<file path="src/rtl/ahb_lite_sn.sv">
`default_nettype none
// ============================================================================
// Module   : ahb_lite_sn
// Brief    : AHB-Lite single-master to NUM_SLV-slave interconnect with address
//            decoder, data-phase response mux and built-in ERROR default slave.
//            Optional macro AHB_LITE_REMAP_EN swaps slave 0/1 decode while REMAP=1.
// Revision : 1.0 - initial release
// ============================================================================
module ahb_lite_sn #(
  parameter int                    NUM_SLV = 3,
  parameter logic [NUM_SLV*16-1:0] P_START = {16'h2000, 16'h1000, 16'h0000},
  parameter logic [NUM_SLV*16-1:0] P_SIZE  = {3{16'h0100}}
) (
  input  logic                  HCLK,
  input  logic                  HRESETn,
  input  logic [31:0]           M_HADDR,
  input  logic [1:0]            M_HTRANS,
  input  logic                  M_HWRITE,
  input  logic [2:0]            M_HSIZE,
  input  logic [2:0]            M_HBURST,
  input  logic [3:0]            M_HPROT,
  input  logic [31:0]           M_HWDATA,
  output logic [31:0]           M_HRDATA,
  output logic [1:0]            M_HRESP,
  output logic                  M_HREADY,
  output logic [31:0]           HADDR,
  output logic [1:0]            HTRANS,
  output logic                  HWRITE,
  output logic [2:0]            HSIZE,
  output logic [2:0]            HBURST,
  output logic [3:0]            HPROT,
  output logic [31:0]           HWDATA,
  output logic                  HREADY,
  output logic [NUM_SLV-1:0]    HSEL,
  input  logic [NUM_SLV*32-1:0] HRDATA,
  input  logic [NUM_SLV*2-1:0]  HRESP,
  input  logic [NUM_SLV-1:0]    HREADYout,
  input  logic                  REMAP
);

  localparam int              c_IW    = $clog2(NUM_SLV + 1);
  localparam logic [c_IW-1:0] c_DS    = c_IW'(NUM_SLV);
  localparam logic [1:0]      c_OKAY  = 2'b00;
  localparam logic [1:0]      c_ERROR = 2'b01;

  typedef enum logic [1:0] {
    DS_IDLE = 2'd0,
    DS_ERR1 = 2'd1,
    DS_ERR2 = 2'd2
  } ds_state_t;

  logic [NUM_SLV-1:0] w_hit;
  logic [NUM_SLV-1:0] w_sel_pri;
  logic [NUM_SLV-1:0] w_sel;
  logic               w_any_hit;
  logic [c_IW-1:0]    w_owner;
  logic [c_IW-1:0]    r_dsel;
  logic               w_dsel_ds;
  logic               w_slv_ready;
  logic [1:0]         w_slv_resp;
  logic [31:0]        w_slv_rdata;
  ds_state_t          r_ds_state;
  ds_state_t          w_ds_next;
  logic               w_ds_ready;
  logic [1:0]         w_ds_resp;
  logic               w_ds_go;

  // Region check uses a 17-bit limit so a region ending at 0xFFFF does not wrap.
  for (genvar gi = 0; gi < NUM_SLV; gi++) begin : g_dec
    logic [15:0] w_base;
    logic [16:0] w_lim;
    assign w_base    = P_START[16*gi +: 16];
    assign w_lim     = {1'b0, w_base} + {1'b0, P_SIZE[16*gi +: 16]};
    assign w_hit[gi] = (M_HADDR[31:16] >= w_base) && ({1'b0, M_HADDR[31:16]} < w_lim);
  end

  // Isolate the lowest set bit: overlapping regions resolve to the lowest index.
  assign w_sel_pri = w_hit & (~w_hit + NUM_SLV'(1));
  assign w_any_hit = |w_hit;

`ifdef AHB_LITE_REMAP_EN
  if (NUM_SLV >= 2) begin : g_remap
    always_comb begin
      w_sel = w_sel_pri;
      if (REMAP) begin
        w_sel[0] = w_sel_pri[1];
        w_sel[1] = w_sel_pri[0];
      end
    end
  end else begin : g_no_remap
    logic w_unused_remap;
    assign w_unused_remap = REMAP;
    assign w_sel          = w_sel_pri;
  end
`else
  logic w_unused_remap;
  assign w_unused_remap = REMAP;
  assign w_sel          = w_sel_pri;
`endif

  always_comb begin
    w_owner = c_DS;
    for (int i = 0; i < NUM_SLV; i++) begin
      if (w_sel[i]) w_owner = c_IW'(i);
    end
  end

  always_ff @(posedge HCLK or negedge HRESETn) begin
    if (!HRESETn)      r_dsel <= c_DS;
    else if (M_HREADY) r_dsel <= w_owner;
  end

  // Slave-side mux only; defaults (ready, OKAY, zero data) stand when the DS owns the data phase.
  always_comb begin
    w_slv_ready = 1'b1;
    w_slv_resp  = c_OKAY;
    w_slv_rdata = '0;
    for (int i = 0; i < NUM_SLV; i++) begin
      if (r_dsel == c_IW'(i)) begin
        w_slv_ready = HREADYout[i];
        w_slv_resp  = HRESP[2*i +: 2];
        w_slv_rdata = HRDATA[32*i +: 32];
      end
    end
  end

  // w_slv_ready reads 1 when the DS owns the bus, which matches the DS in IDLE/ERR2,
  // the only states that consult w_ds_go; this keeps the FSM free of a comb loop.
  assign w_ds_go = w_slv_ready & ~w_any_hit & M_HTRANS[1];

  always_ff @(posedge HCLK or negedge HRESETn) begin
    if (!HRESETn) r_ds_state <= DS_IDLE;
    else          r_ds_state <= w_ds_next;
  end

  always_comb begin
    w_ds_next  = r_ds_state;
    w_ds_ready = 1'b1;
    w_ds_resp  = c_OKAY;
    case (r_ds_state)
      DS_IDLE: begin
        if (w_ds_go) w_ds_next = DS_ERR1;
      end
      DS_ERR1: begin
        w_ds_ready = 1'b0;
        w_ds_resp  = c_ERROR;
        w_ds_next  = DS_ERR2;
      end
      DS_ERR2: begin
        w_ds_resp = c_ERROR;
        w_ds_next = w_ds_go ? DS_ERR1 : DS_IDLE;
      end
      default: w_ds_next = DS_IDLE;
    endcase
  end

  assign w_dsel_ds = (r_dsel == c_DS);
  assign M_HREADY  = w_dsel_ds ? w_ds_ready : w_slv_ready;
  assign M_HRESP   = w_dsel_ds ? w_ds_resp  : w_slv_resp;
  assign M_HRDATA  = w_slv_rdata;

  assign HADDR  = M_HADDR;
  assign HTRANS = M_HTRANS;
  assign HWRITE = M_HWRITE;
  assign HSIZE  = M_HSIZE;
  assign HBURST = M_HBURST;
  assign HPROT  = M_HPROT;
  assign HWDATA = M_HWDATA;
  assign HREADY = M_HREADY;
  assign HSEL   = w_sel;

endmodule
`default_nettype wire

</file>
<file path="config.mk">
export PLATFORM = sky130hd
export DESIGN_NAME = ahb_lite_sn
export DESIGN_NICKNAME = d
export VERILOG_FILES = /design/src/rtl/ahb_lite_sn.sv
export SDC_FILE = /design/constraint.sdc
export NUM_CORES = 1
export LEC_CHECK = 0
export BUFFER_PORTS_ARGS = -buffer_cell sky130_fd_sc_hd__buf_2
export CORE_AREA = 2 2 118 120
export DETAILED_ROUTE_END_ITERATION = 6
export DIE_AREA = 0 0 120 122
export PLACE_DENSITY = 0.43
export SYNTH_ARGS = -nofsm -noshare
export SYNTH_HDL_FRONTEND = slang
export SYNTH_SLANG_ARGS = --single-unit
export TNS_END_PERCENT = 1
</file>
<file path="constraint.sdc">
create_clock -name HCLK -period 4.6 [get_ports HCLK]
set_input_delay 0.69 -clock HCLK [delete_from_list [all_inputs] [get_ports HCLK]]
set_output_delay 0.69 -clock HCLK [all_outputs]
set_load 0.1 [all_outputs]
</file>
Word level (Yosys, flattened, before mapping)
Cells that the tools add are included.
Storage, ports and cells
  bits in registers: 4
  latch bits: 0
  memory bits (writable): 0
  bits in read-only memories: 0
  bits of input ports: 185
  memories kept: 0
Operators by class
  add/sub/neg operators: 1
  $mul: 0
  divide/modulo/power cells: 0
  order comparisons: 6
  equal/unequal tests: 6
  shifts and indexed selects: 0
  muxes and demuxes: 19
  bitwise operators: 5
  reductions and logical operators: 7
Operators by type and width (number)
  $mux W32: 3
  $ge A16 B1 Y1 const B: 1
  $ge A16 B13 Y1 const B: 1
  $ge A16 B14 Y1 const B: 1
  $lt A16 B13 Y1 const B: 1
  $lt A16 B14 Y1 const B: 1
  $lt A16 B9 Y1 const B: 1
  $mux W2: 8
  $mux W1: 7
  $eq A2 B2 Y1 const B: 3
  $pmux W2 S3: 1
  $eq A2 B1 Y1 const B: 2
  $logic_not A2 Y1: 2
  $add A3 B1 Y3 const B: 1
  $and A3 B3 Y3: 1
  $logic_and A1 B1 Y1: 3
  $not A3 Y3: 1
  $reduce_or A3 Y1: 1
  $and A1 B1 Y1: 2
  $ne A2 B2 Y1 const B: 1
  $reduce_or A2 Y1: 1
  $not A1 Y1: 1

Longest topological paths before layout
  depth after elaboration: 8
  depth in mapped cells: 6
  gate-level depth less buffers: 6

Least setup slack after synthesis
No wires, ideal clock.
  path kind: register -> output
  start point: register r_dsel[0]
  end point: output port M_HRDATA[0]
  arrival time: 3.160 ns
  required time: 3.910 ns
  setup slack: 0.750 ns
  stages on the path, launching flop included: 5
  buffers on the path: 2
  cell sequence: dfstp_2 > buf_2 > buf_4 > mux2i_1 > o21ai_0
Between the ends
  longest elaborated chain between the ends: 4
  elaborated cells between the ends (all ways): 6
  those cells by class: 2 x eq/ne; 3 x mux; 1 x reduce/logical
RTL lines
  start, declared: RTL line 57  | logic [c_IW-1:0] r_dsel;
  start signal, assigned: RTL line 109  | if (!HRESETn) r_dsel <= c_DS;
  start signal, assigned: RTL line 110  | else if (M_HREADY) r_dsel <= w_owner;
  $logic_not A2 Y1: RTL line 119  | if (r_dsel == c_IW'(i)) begin
  $mux W32 (2 in a row): RTL line 119
  $mux W32 (*): RTL line 119
  end, declared: RTL line 23  | output logic [31:0] M_HRDATA,
Every way passes the cells marked *; elsewhere a longest branch is shown, timed or not.

Worst setup path in the final report
  start point: register r_dsel[0]
  end point: output port M_HRDATA[5]
Same word-level chain as after synthesis.

==> flow_summary.json <==
{
  "status": "complete, no violations",
  "avgViaCountPerCell": 3.606,
  "antenna_found_initial": 0,
  "syn_inst": 231,
  "synthesis.area_mm2": 0.001663,
  "grt_pass1_vias": 1558,
  "initial_utilization_pct": 12.31,
  "worst_ep_arrival_time_ns": 2.55,
  "clkTransAtPathRegs_ns": 0.03,
  "synth_edf_count": 0,
  "drtPass1Iterations": 4,
  "async_reset_ff_share_pct": 100.0,
  "crit_path_max_fanout": 22,
  "avgSynthCellArea_um2": 7.198,
  "start_kind": "register",
  "syn_nets": 421,
  "place_ws_ns": 1.508,
  "setup-tns-final_ns": 0,
  "final_common_cell": "buf_2",
  "hp-class": "input port to asynchronous set/reset pin",
  "total_power_mw": 0.5571,
  "grt_pass1_wl_um": 8355,
  "nNetsFinal": 501,
  "diodes": 0,
  "gr-total-overflow": 0,
  "dieWidth_um": 120,
  "rsz0062_at_grt": "no",
  "synthFlopType": "dfstp_2",
  "tightestPinTransition_ns": 0.9023,
  "dp_hpwl_um": 5185,
  "cts_resized": 0,
  "setup_slack_ns": 1.357,
  "final.period_utilization_pct": 70.49,
  "portBuffers": 163,
  "die_height_um": 122,
  "numCtsBuffers": 3,
  "yosys_warnings": 0,
  "seq_area_um2": 102.6,
  "ios": 301,
  "post_cts_buffers": 0,
  "setup_viol": 0,
  "drc": 0,
  "gr-usage-all-layers_pct": 7.345,
  "peakVddDrop_uv": 276.4,
  "ctsHoldBuffers": 0,
  "fmax_ghz": 0.3084,
  "powerDensity_mw_per_mm2": 257.8,
  "cts_tree": "built",
  "post-route-min-period_ns": 3.243,
  "area_delta_synth_final_pct": 29.95,
  "synthTopCellsByArea": "buf_4, mux2i_1, o21ai_0",
  "worstSetupEndpointType": "output pin",
  "cts_root_buffer": "clkbuf_16",
  "drive_gt1_share_pct": 56.77,
  "critPathRequiredTime_ns": 3.91,
  "final_cell_mix": "buf_2, nand2_1, mux2i_1",
  "yosysTopAreaCellShare_pct": 36.57,
  "hold_viol": 0,
  "p_leak_nw": 1.352,
  "slew-limit-headroom_pct": 39.72,
  "drtAntennaViolNets": 0,
  "core.rowCount": 43,
  "h-tree-depth": 1,
  "yosysSeqAreaShare_pct": 6.170,
  "maxCapViolCount": 0,
  "drt_wl_total_um": 6155,
  "clock-sinks": 4,
  "clock_latency_ns": 0.22,
  "grt_max_degree": 38,
  "slew_viol_final": 0,
  "wl_per_cell_um": 12.56,
  "core_mm2": 0.01350,
  "gp_congestion": 0.6407,
  "synth_seq_cells": 4,
  "ys_types": 25,
  "dieArea_mm2": 0.01464,
  "clockBufferDepth": 2,
  "dr.first_iter.drc_count": 33,
  "skew_ns": 0.001570,
  "multi_input_comb_area_um2": 908.4,
  "vias": 1767,
  "worstSetupPathType": "register to output pin",
  "num-fill-cells": 1548,
  "yosysTopAreaCell": "buf_4"
}
## synthesized netlist by cell type, types with 2 or more instances
master    number
dfrtp_1        2
clkbuf_1       6
nand2_1       38
buf_4         81
mux2i_1       35
a21oi_1        3
dfstp_2        2
nor2_1         3
and2_1         4
buf_2          2
inv_1          4
ha_1           5
o21ai_0       34
## final timing paths
kind	from	endpoint	depth (start not counted)	slack, ns
hold / removal	HRESETn	r_ds_state[1]	1	0.27
setup reg to reg	r_dsel[0]	r_ds_state[1]	4	2.48
max in group asynchronous	HRESETn	r_dsel[0]	1	4.13
setup / recovery	r_dsel[0]	M_HRDATA[5]	4	1.36
min in group HCLK	r_ds_state[1]	r_ds_state[1]	1	0.58
hold reg to reg	r_ds_state[1]	r_ds_state[1]	1	0.58
## final cells by class
cell class	count	share of cell area [%]
Multi-Input combinational cell	133	42.04
Timing Repair Buffer	165	38.45
Tap cell	180	10.42
Sequential cell	4	4.748
Clock buffer	4	3.648
Inverter	4	0.6948
## logic make-up after synthesis
group,after synthesis,share of synthesized area [%]
AO/OA/AOI/OAI,40,12.64
AND/OR/NAND/NOR,51,14.45
buffers and inverters,94,39.65
multiplexers,37,23.33
flip-flops,4,6.170
adder cells (fa/ha/maj),5,3.762
## critical path, cell delays in order, from the launching register on
cell,delay (ns)
dfstp_2,0.97
buf_4,0.43
mux2i_1,0.16
o21ai_0,0.26
buf_2,0.49
## flip-flops by register name (all words and copies together), names as in the netlist
register	flops
r_ds_state	2
r_dsel	2
## stage by stage
step / hold WS (ns) / cell area (um2) / util (%) / cells
2_1_floorplan: 0.3944 / 1663 / - / 231
3_3_place_gp: 0.5002 / 2082 / 15.42 / 486
3_5_place_dp: 0.5014 / 2082 / 15.42 / 486
4_1_cts: 0.2639 / 2161 / 16.00 / 490
5_1_grt: 0.2674 / 2161 / 16.00 / 490
6_report: 0.2676 / 2161 / 16.00 / 490
## metal layers
layer | share of wire, % | routed length [um] | track usage (%)
met1 | 31 | 1933 | 6.580
met4 | 4.0 | 249 | 3.382
met3 | 13 | 828 | 3.230
met5 | 0 | 0 | 0
met2 | 51 | 3143 | 14.10
## power by group
| part | total [mW] | leakage [nW] | switching, mW | internal (mW) |
|---|---|---|---|---|
| registers | 0.0557 | 0.0464 | 0.0117 | 0.0439 |
| clock network | 0.138 | 0.0382 | 0.0240 | 0.114 |
| logic | 0.363 | 1.27 | 0.262 | 0.101 |
| total | 0.557 | 1.35 | 0.298 | 0.259 |
(Power assumes the default switching activity.)
